### src/rtl/ws2812_frame_ctrl.sv
`default_nettype none
// ============================================================================
// Module   : ws2812_frame_ctrl
// Brief    : Fetches a frame of GRB pixels from RAM and serialises it onto a
//            WS2812 LED chain, followed by the latch/reset idle period.
// Revision : 1.0 - initial release
// ============================================================================
module ws2812_frame_ctrl #(
  parameter int ADDR_W       = 8,
  parameter int SLOT_CYCLES  = 4,
  parameter int RESET_CYCLES = 720,
  parameter bit INVERT       = 1'b1
) (
  input  logic              clk_in,
  input  logic              rst_n,
  input  logic              start,
  input  logic [ADDR_W-1:0] num_leds,
  output logic              pix_rd,
  output logic [ADDR_W-1:0] pix_addr,
  input  logic [23:0]       pix_data,
  output logic              busy,
  output logic              done,
  output logic              ws_out
);

  localparam int c_CYC_W = (SLOT_CYCLES > 1) ? $clog2(SLOT_CYCLES) : 1;
  localparam int c_LAT_W = $clog2(RESET_CYCLES + 1);
  localparam logic [c_CYC_W-1:0] c_CYC_LAST = c_CYC_W'(SLOT_CYCLES - 1);
  localparam logic [c_LAT_W-1:0] c_LAT_LAST = c_LAT_W'(RESET_CYCLES);

  typedef enum logic [2:0] {
    S_IDLE  = 3'd0,
    S_FETCH = 3'd1,
    S_LOAD  = 3'd2,
    S_SHIFT = 3'd3,
    S_LATCH = 3'd4
  } state_t;

  state_t              r_state;
  state_t              w_next_state;
  logic [c_CYC_W-1:0]  r_cyc;
  logic [1:0]          r_slot;
  logic [4:0]          r_bit;
  logic [ADDR_W-1:0]   r_pix_idx;
  logic [ADDR_W-1:0]   r_last_idx;
  logic [c_LAT_W-1:0]  r_lat;
  logic [23:0]         r_shift;
  logic [23:0]         r_prefetch;
  logic                r_pix_rd;
  logic                r_pix_rd_d;
  logic [ADDR_W-1:0]   r_pix_addr;
  logic                r_busy;
  logic                r_done;
  logic                r_ws;

  logic w_accept;
  logic w_slot_end;
  logic w_bit_end;
  logic w_pixel_end;
  logic w_last_pixel;
  logic w_prefetch;
  logic w_latch_end;
  logic w_level;

  always_ff @(posedge clk_in or negedge rst_n) begin
    if (!rst_n) r_state <= S_IDLE;
    else        r_state <= w_next_state;
  end

  always_comb begin
    w_next_state = r_state;
    w_accept     = 1'b0;
    w_slot_end   = (r_cyc == c_CYC_LAST);
    w_bit_end    = w_slot_end && (r_slot == 2'd3);
    w_pixel_end  = w_bit_end && (r_bit == 5'd23);
    w_last_pixel = (r_pix_idx == r_last_idx);
    w_prefetch   = (r_state == S_SHIFT) && (r_bit == 5'd0) && (r_slot == 2'd0) &&
                   (r_cyc == '0) && !w_last_pixel;
    w_latch_end  = (r_state == S_LATCH) && (r_lat == c_LAT_LAST);
    // Slot 0 always high, slot 1 carries the data bit, slots 2-3 low.
    w_level      = (r_state == S_SHIFT) &&
                   ((r_slot == 2'd0) || ((r_slot == 2'd1) && r_shift[23]));
    case (r_state)
      S_IDLE: begin
        // The done cycle is already IDLE but must still drop a start.
        if (start && !r_done) begin
          w_accept     = 1'b1;
          w_next_state = (num_leds == '0) ? S_LATCH : S_FETCH;
        end
      end
      S_FETCH: w_next_state = S_LOAD;
      S_LOAD:  w_next_state = S_SHIFT;
      S_SHIFT: if (w_pixel_end && w_last_pixel) w_next_state = S_LATCH;
      S_LATCH: if (w_latch_end) w_next_state = S_IDLE;
      default: w_next_state = S_IDLE;
    endcase
  end

  always_ff @(posedge clk_in or negedge rst_n) begin
    if (!rst_n) begin
      r_cyc      <= '0;
      r_slot     <= '0;
      r_bit      <= '0;
      r_pix_idx  <= '0;
      r_last_idx <= '0;
      r_lat      <= '0;
      r_shift    <= '0;
      r_prefetch <= '0;
      r_pix_rd   <= 1'b0;
      r_pix_rd_d <= 1'b0;
      r_pix_addr <= '0;
      r_busy     <= 1'b0;
      r_done     <= 1'b0;
      r_ws       <= INVERT;
    end else begin
      r_pix_rd   <= 1'b0;
      r_pix_rd_d <= r_pix_rd;
      r_done     <= w_latch_end;
      r_ws       <= INVERT ^ w_level;
      if (w_accept) begin
        r_busy     <= 1'b1;
        r_last_idx <= num_leds - ADDR_W'(1);
        r_pix_idx  <= '0;
        r_lat      <= '0;
        if (num_leds != '0) begin
          r_pix_rd   <= 1'b1;
          r_pix_addr <= '0;
        end
      end
      if (w_latch_end) r_busy <= 1'b0;
      if (r_state == S_LOAD) begin
        r_shift <= pix_data;
        r_cyc   <= '0;
        r_slot  <= '0;
        r_bit   <= '0;
      end
      if (r_state == S_SHIFT) begin
        if (r_pix_rd_d) r_prefetch <= pix_data;
        if (w_prefetch) begin
          r_pix_rd   <= 1'b1;
          r_pix_addr <= r_pix_idx + ADDR_W'(1);
        end
        r_cyc <= w_slot_end ? '0 : r_cyc + c_CYC_W'(1);
        if (w_slot_end) r_slot <= r_slot + 2'd1;
        if (w_bit_end) begin
          if (r_bit == 5'd23) begin
            // Prefetched pixel drops in with no gap between pixels.
            r_bit     <= '0;
            r_shift   <= r_prefetch;
            r_pix_idx <= r_pix_idx + ADDR_W'(1);
            if (w_last_pixel) r_lat <= c_LAT_W'(1);
          end else begin
            r_bit   <= r_bit + 5'd1;
            r_shift <= {r_shift[22:0], 1'b0};
          end
        end
      end
      if (r_state == S_LATCH) r_lat <= r_lat + c_LAT_W'(1);
    end
  end

  assign pix_rd   = r_pix_rd;
  assign pix_addr = r_pix_addr;
  assign busy     = r_busy;
  assign done     = r_done;
  assign ws_out   = r_ws;

endmodule
`default_nettype wire

### config.mk
export PLATFORM = sky130hd
export DESIGN_NAME = ws2812_frame_ctrl
export DESIGN_NICKNAME = d
export VERILOG_FILES = /design/src/rtl/ws2812_frame_ctrl.sv
export SDC_FILE = /design/constraint.sdc
export NUM_CORES = 1
export LEC_CHECK = 0
export BUFFER_PORTS_ARGS = -buffer_cell sky130_fd_sc_hd__buf_2
export CAP_MARGIN = 20
export CORE_MARGIN = 2
export CORE_UTILIZATION = 30
export CTS_BUF_LIST = sky130_fd_sc_hd__clkbuf_4
export DETAILED_ROUTE_END_ITERATION = 8
export RECOVER_POWER = 100
export SYNTH_ARGS = -nofsm -noshare
export SYNTH_HDL_FRONTEND = slang
export SYNTH_SLANG_ARGS = --single-unit
### constraint.sdc
create_clock -name clk_in -period 3.2 [get_ports clk_in]
set_input_delay 0.16 -clock clk_in [delete_from_list [all_inputs] [get_ports clk_in]]
set_output_delay 0.16 -clock clk_in [all_outputs]
set_load 0.02 [all_outputs]
Word-level counts from Yosys, hierarchy flattened
Cells that the tools add are included.
Widths: inputs -> output; s select.
{ "op_classes": {"add_sub_neg": 6, "eq_ne": 13, "mux": 41, "bitwise": 1, "n_reduce_logical": 24} }
{ "op_table": {"columns": ["cell", "count"], "rows": [
  ["$mux 24", 4],
  ["$mux 8", 8],
  ["$mux 10", 6],
  ["$mux 5", 4],
  ["$pmux 3 s5", 1],
  ["$mux 2", 6],
  ["$mux 3", 4],
  ["$logic_and 1x1->1", 11],
  ["$add 10x1->10 const B", 1],
  ["$eq 10x10->1 const B", 1],
  ["$add 8x1->8 const B", 1],
  ["$eq 8x8->1", 1],
  ["$logic_not 8->1", 1],
  ["$mux 1", 8],
  ["$reduce_bool 8->1", 1],
  ["$sub 8x1->8 const B", 1],
  ["$eq 3x2->1 const B", 2],
  ["$add 5x1->5 const B", 1],
  ["$eq 5x5->1 const B", 1],
  ["$logic_not 5->1", 1],
  ["$add 2x1->2 const B", 2],
  ["$eq 2x2->1 const B", 2],
  ["$logic_not 2->1", 2],
  ["$ne 2x2->1 const B", 2],
  ["11 further kinds", 13]
]} }
{ "totals": {"regBits": 99, "input_bits": 35, "wordCells": 100} }

Longest topological paths before layout
Gate-level depths: netlist of run 1.
{ "logic_depth": {"word_depth": 10, "mapped_depth": 7, "ltp_nobuf": 6} }

Least setup slack after synthesis of run 1
Ideal clock, no wire load.
{ "synth_path": {"path_kind": "register -> register", "start": "reg r_bit[0]", "end": "reg r_pix_idx[5]", "setup_time_ps": 118, "arrival_ps": 1711, "path_slack_ps": 1371, "path_stages_with_launch": 7, "path_cell_list": "dfrtp_1 > ha_1 > nand4b_4 > or3_1 > buf_2 > mux2_4 > a21o_1"} }
{ "synth_between": {"elab_chain_cells": 4} }
{ "synth_rtl": {"columns": ["item", "line", "source"], "rows": [
  ["start, declared", "43", "logic [4:0] r_bit;"],
  ["start signal, assigned", "153", "r_bit <= r_bit + 5'd1;"],
  ["$eq 5x5->1", "146", "if (r_bit == 5'd23) begin"],
  ["$mux 8", "146", null],
  ["$mux 8", "145", "if (w_bit_end) begin"],
  ["$mux 8", "137", "if (r_state == S_SHIFT) begin"],
  ["end signal, assigned", "150", "r_pix_idx <= r_pix_idx + ADDR_W'(1);"],
  ["end, declared", "44", "logic [ADDR_W-1:0] r_pix_idx;"]
]} }
Every way passes these cells.
A chain may end at the register's enable or synchronous reset.

Final worst setup path of run 1
{ "layout_path": {"start": "reg r_state[0]", "end": "reg r_prefetch[15]"} }
{ "layout_between": {"elab_chain_cells": 2} }
{ "layout_rtl": {"columns": ["item", "line", "source"], "rows": [
  ["start, declared", "39", "state_t r_state;"],
  ["start signal, assigned", "67", "else r_state <= w_next_state;"],
  ["$eq 3x2->1", "137", null],
  ["$reduce_and 2->1 (no line)", null, null],
  ["end signal, assigned", "138", "if (r_pix_rd_d) r_prefetch <= pix_data;"],
  ["end, declared", "48", "logic [23:0] r_prefetch;"]
]} }
Every way passes these cells.

==> flow_summary.yaml, run 1 <==
placed_design:
  pre_cts_ws_ns: 0.966
  io_buffers: 46
  hpwl_um: 7070
  routabilityCongestion: 0.781
detailed_routing:
  dr_total_vias: 3712
  vias_per_cell: 4.75
  drt_wl_total_um: 10800
  drc: 0
  wl_per_cell_um: 13.8
  drtAntennaViolNets: 0
  drt_first_pass_iters: 4
  dr.first_iter.drc_count: 170
sta:
  finalSetupViolations: 0
  rsz0062_at_grt: "no"
  report.final.slew_viol_count: 26
  hold_violations: 0
  fmax_mhz: 382
  fin_tns_setup_ns: 0
  fin_skew_ns: 0.0180
  worstMarginPinSlew_ns: 1.54
  fin_crit_ns: 2.61
  relSlewSlack_pct: -2.57
  min_period_over_period_pct: 81.7
  setup_slack_ns: 0.585
global_routing:
  grt_antenna_before_repair: 0
  grt_usage_pct: 12.9
  grt_pass1_wl_um: 18600
  grt-busiest-layer: "met2"
  met3_usage_pct: 3.89
  grt_max_degree: 82
  grt.overflow.total: 0
  met1_usage_pct: 17.1
  grt_pass1_vias: 3761
  grt_use_met2_pct: 20.8
die:
  rows: 47
  coreArea_um2: 16600
  fp.dieArea_um2: 18000
  die_w_um: 134
  io_pins: 47
  die_h_um: 134
  initial_utilization_pct: 30.7
clocking:
  htreeDepth: 3
  cts_tree: "yes"
  max-clock-path-buffers: 2
  numCtsBuffers: 9
  clk-insertion-delay-late_ns: 0.49
  cts_setup_buffers: 0
  clk_pin_slew_worst_paths_ns: 0.14
  clock-root-buffer: "clkbuf_4"
  cts.sinks: 99
finish:
  area_growth_pct: 18.5
  nNetsFinal: 603
  diodes: 0
  drive_gt1_share_pct: 19.3
logic_synthesis:
  seq_area_frac_synth_pct: 48.7
  synth_edf_count: 0
  synth.cell_area_um2: 5090
  synth_warnings: 0
  ys_ff_latch: 99
  synth_area_leader_cell: "dfrtp_1"
  ys.flop_type: "dfrtp_1"
  async_flop_share_pct: 100
  synth_top_area_share_pct: 48.2
  synth_cells: 484
  synth.area.top_cells: "dfrtp_1 48%, mux2_2 10%, mux2i_1 7.3%"
  syn_area_per_cell_um2: 10.5
  synth_fp_nets: 531
  synth_cell_types: 51
setup_path:
  reg2regPathDepth: 4
  endpoint: "r_prefetch[15]"
  crit_path_start_kind: "flip-flop"
  crit_type: "reg -> reg"
  end_kind: "flip-flop"
  reg2reg_from: "r_state[0]"
  arrival_ns: 2.98
  rr_endpoint: "r_prefetch[15]"
  crit_fanout: 24
  rrSetupSlack_ns: 0.59
  crit_required_ns: 3.57
  crit_start: "r_state[0]"
status:
  violations: "capacitance limit, slew limit"
  outcome: "complete, but fails checks"
worst_hold_path:
  hold_class: "in -> reg"
power:
  powerDensity_nw_per_um2: 375
  power.leakage_nw: 2.66
  ir_drop_v: 0.000227
flow_run:
  maxCapViolations: 1
## final cells by class
cell class / count / area (um^2)
Clock buffer: 11 / 82.6
Clock inverter: 5 / 101
Fill cell: 1693 / 10600
Inverter: 14 / 52.6
Multi-Input combinational cell: 346 / 2450
Sequential cell: 99 / 2480
Tap cell: 220 / 275
Timing Repair Buffer: 86 / 594
## sequential cells by signal, summed over array words and instances, names as in the netlist, 2 cells and up
register	cells
r_shift	24
r_bit	5
r_lat	10
r_prefetch	24
r_last_idx	8
r_pix_idx	8
r_cyc	2
r_state	3
r_slot	2
pix_addr	8
## worst max-delay path, cell delays in order, from the launching register on
cell,delay [ns]
dfrtp_1,0.53
and3b_1,0.35
nand2_1,0.12
clkbuf_1,1.07
mux2_2,0.43
## timing repair
action / in CTS / in global routing
hold endpoints to repair: 133 / 0
resized for setup: 0 / 0
hold buffers: 32 / 0
## synthesized netlist by cell type (all sizes together), types with 3 or more instances
cell and n:
clkbuf 13, nand4 6, nand2b 3, nand3 19
nor2b 3, nand2 61, nor3b 3, mux2i 37
xor2 6, dfrtp 98, nor2 16, nor4 4
nor3 4, o21ai 59, ha 12, mux2 48
inv 14, xnor2 15, a21oi 7, and3 8
o22ai 3, or3 4, and2 6, buf 12
## cell usage in the layout, fill, tap and decap left out, types with 2 or more instances in the layout
cell and instances:
dfrtp_1 98, nand2_1 61, o21ai_0 59, mux2_2 47
mux2i_1 37, buf_2 33, dlygate4sd3_1 32, nand3_1 19
clkbuf_1 17, xnor2_1 15, inv_1 14, nor2_1 14
ha_1 12, clkbuf_4 11, and3_1 8, a21oi_1 7
xor2_1 6, and2_1 6, nand4_1 6, or3_1 4
nor3_1 4, nand2b_1 3, o22ai_1 3, nor2b_1 3
nor4_1 3, bufinv_16 3, nor2_2 2, o31ai_1 2
a21o_1 2, nor3b_1 2, clkbuf_2 2
## layer usage
metal	routed length, um	vias up
met4	105	0
met5	0	-
met2	4900	67
met1	5370	1796
met3	421	12
li1	-	1837
## kinds of logic (layout without fill, tap and decap cells)
kind of cell	after synthesis	after routing	synth area share [%]
xor+xnor	21	21	3.61
simple gates	146	146	14.6
compound gates	82	82	8.92
buf+inv	39	116	3.24
mux	85	85	18.0
flops	99	99	48.7
fa+ha+maj	12	12	2.95
## worst min path at each step
stage,startpoint,to,depth (start not counted)
after global routing,num_leds[1],r_last_idx[3],4
after floorplan,rst_n,busy,0
after detailed placement,pix_rd,r_pix_rd_d,0
final,num_leds[1],r_last_idx[3],4
after CTS,start,r_state[2],4
after global placement,num_leds[0],r_last_idx[0],2
## power by group
part	switching, mW	internal, mW
Clock	0.412	0.411
Combinational	0.0666	0.0810
Sequential	0.0142	1.28
## through the flow
step	std cells	instance area, um^2	power, mW	utilization (%)	hold WS (ns)
3_3_place_gp	732	5540	1.43	33.4	0.388
5_1_grt	781	6030	2.36	36.4	0.0723
3_5_place_dp	732	5540	1.44	33.4	0.388
4_1_cts	780	6050	2.30	36.5	0.0428
6_report	781	6030	2.26	36.4	0.0687
2_1_floorplan	484	5090	1.37	-	-0.136
No activity file was read; power rests on OpenSTA's default activity.
==> inputs of run 2 (changes only) <==
Settings changed: ABC_AREA set to 1.
Clock period 3.2 ns to 2.75 ns, I/O delays scaled along.
==> flow_summary.yaml, run 2 <==
logic_synthesis:
  synth_common_cells: "142 x nand2_1, 98 x dfrtp_1, 87 x inv_1"
  synth_top_area_share_pct: 48.0
  synth_edf_count: 0
  yosysMostFrequentCell: "nand2_1"
  ys.flop_type: "dfrtp_1"
  synth_cells: 604
  synth_cell_types: 38
  seq_area_frac_synth_pct: 48.5
  synth_fp_nets: 651
  synth_warnings: 0
  synth.cell_area_um2: 5110
  synth_area_leader_cell: "dfrtp_1"
  async_flop_share_pct: 100
  synth.area.top_cells: "dfrtp_1 48%, nand2_1 10%, inv_1 6.4%"
  ys_ff_latch: 99
  syn_area_per_cell_um2: 8.46
worst_hold_path:
  min_from: "num_leds[3]"
  min_path_cells: 4
  min_to: "r_last_idx[3]"
  hold_class: "in -> reg"
placed_design:
  io_buffers: 46
  routabilityCongestion: 0.823
  hpwl_um: 7250
  postPlaceCellArea_um2: 5570
  placedCellCount: 855
finish:
  finalInstanceArea_um2: 5890
  final_common_cell: "nand2_1"
  final_cell_mix: "144 x nand2_1, 98 x dfrtp_1, 88 x inv_1"
  diodes: 0
  nNetsFinal: 723
  area_growth_pct: 15.3
  top_regs: "r_prefetch (24), r_shift (24), r_lat (10)"
  fin_cells: 901
  utilization_pct: 35.4
  drive_gt1_share_pct: 10.6
sta:
  fin_skew_ns: 0.0207
  rsz0062_at_grt: "no"
  min_period_over_period_pct: 82.0
  fmax_mhz: 444
  report.final.slew_viol_count: 62
  fin_crit_ns: 2.25
  fin_tns_setup_ns: 0
  worstMarginPinSlew_ns: 1.53
  finalSetupViolations: 0
  hold_violations: 0
  relSlewSlack_pct: -1.93
status:
  violations: "capacitance limit, slew limit"
  outcome: "complete, but fails checks"
clocking:
  cts_resized: 0
  htreeDepth: 3
  cts_tree: "yes"
  clk-insertion-delay-late_ns: 0.45
  numCtsBuffers: 9
  max-clock-path-buffers: 2
  cts.sinks: 99
  clk_pin_slew_worst_paths_ns: 0.15
  clock-root-buffer: "clkbuf_4"
setup_path:
  crit_path_start_kind: "flip-flop"
  rr_endpoint: "r_shift[22]"
  crit_type: "reg -> reg"
  crit_fanout: 26
  reg2reg_from: "r_state[1]"
  crit_required_ns: 3.09
  reg2regPathDepth: 8
  rrSetupSlack_ns: 0.50
  cpMaxStageDelayCell: "clkinvlp_2"
  crit_path_max_incr_delay_ns: 0.41
  end_kind: "flip-flop"
  arrival_ns: 2.59
  path_cells: "nand2_1, nor2_4, nand3_4, clkinvlp_2, nand2_4, or2_0, o211ai_1, inv_1"
detailed_routing:
  dr_total_vias: 4027
  dr.first_iter.drc_count: 293
  drt_first_pass_iters: 4
  vias_per_cell: 4.47
  drc: 0
  drtAntennaViolNets: 0
  drt_wl_total_um: 10900
  wl_per_cell_um: 12.1
power:
  powerDensity_nw_per_um2: 823
  ir_drop_v: 0.000271
  p_total_mw: 4.84
  power.leakage_nw: 2.93
die:
  die_w_um: 134
  rows: 47
  coreArea_um2: 16600
  initial_utilization_pct: 30.7
  fp.dieArea_um2: 18100
  io_pins: 47
  die_h_um: 134
global_routing:
  grt_max_degree: 62
  grt.overflow.total: 0
  grt_pass1_vias: 4003
  grt_antenna_before_repair: 0
  grt_pass1_wl_um: 19000
  grt_usage_pct: 12.9
flow_run:
  maxCapViolations: 1
## run 2: changes by cell type after synthesis, sizes merged, moves of 6 or more
cell / before / now
o211ai: 1 / 47
and3: 8 / 0
nand3: 19 / 39
inv: 14 / 97
mux2i: 37 / 0
xnor2: 15 / 7
buf: 12 / 4
nand2: 61 / 145
nor2: 16 / 32
o21ai: 59 / 46
or2: 1 / 25
and2: 6 / 0
mux2: 48 / 0
## run 2: critical path, delay by kind of cell (launching register included)
kind	cells	cell delay, ns
simple gates	5	1.17
compound gates	1	0.08
buf+inv	2	0.47
flops	1	0.40
## run 2: area by class of cell
| type | instances | area (um^2) |
|---|---|---|
| clock buffer | 13 | 97.6 |
| inverter | 98 | 369 |
| multi-input combinational | 389 | 2120 |
| timing repair buffer | 79 | 533 |
| clock inverter | 3 | 15.0 |
| sequential | 99 | 2480 |
| tap | 220 | 275 |
| fill | 1704 | 10800 |
## run 2: logic make-up after synthesis
| group | share of synthesized area [%] |
|---|---|
| AND/OR/NAND/NOR | 22.1 |
| buffers and inverters | 9.06 |
| AO/OA/AOI/OAI | 14.6 |
| flip-flops | 48.5 |
| XOR/XNOR | 2.74 |
| adder cells (fa/ha/maj) | 2.94 |
## run 2: how the worst max path moves through the flow
| stage | from | end | slack [ns] | cells after the start |
|---|---|---|---|---|
| 6_report | r_state[1] | r_shift[22] | 0.50 | 8 |
| 3_3_place_gp | r_state[0] | r_shift[23] | 0.73 | 7 |
| 5_1_grt | rst_n | r_pix_idx[6] | 0.26 | 3 |
| 2_1_floorplan | r_bit[0] | r_shift[15] | 1.11 | 9 |
| 4_1_cts | r_state[0] | r_shift[22] | 0.62 | 7 |
| 3_5_place_dp | r_state[0] | r_shift[4] | 0.67 | 7 |
## run 2: per-stage QoR
stage	hold WS [ns]	worst slack, ns
2_1_floorplan	-0.158	1.11
3_3_place_gp	0.154	0.727
3_5_place_dp	0.152	0.672
4_1_cts	0.0657	0.624
5_1_grt	0.111	0.265
6_report	0.0873	0.495
## run 2: where the power goes
part           switching [mW]  leakage, nW  total (mW)  internal, mW
Clock                   0.467       0.0631       0.690         0.223
Sequential              0.381         1.26        2.42          2.03
Combinational            1.03         1.61        1.74         0.703
Total                    1.88         2.93        4.84          2.96
## run 2: routing by layer
metal | up-vias | routed length (um) | GRT usage (%)
li1 | 2091 | - | -
met1 | 1860 | 5460 | 17.6
met2 | 65 | 4840 | 20.7
met3 | 11 | 453 | 3.08
met4 | 0 | 116 | 3.22
met5 | - | 0 | 0
## run 2: what timing repair did
item / 4_1_cts / 5_1_grt
setup buffers: 0 / 0
setup endpoints to repair: 0 / 0
endpoints found under the hold margin: 66 / 0
hold buffers: 30 / 0
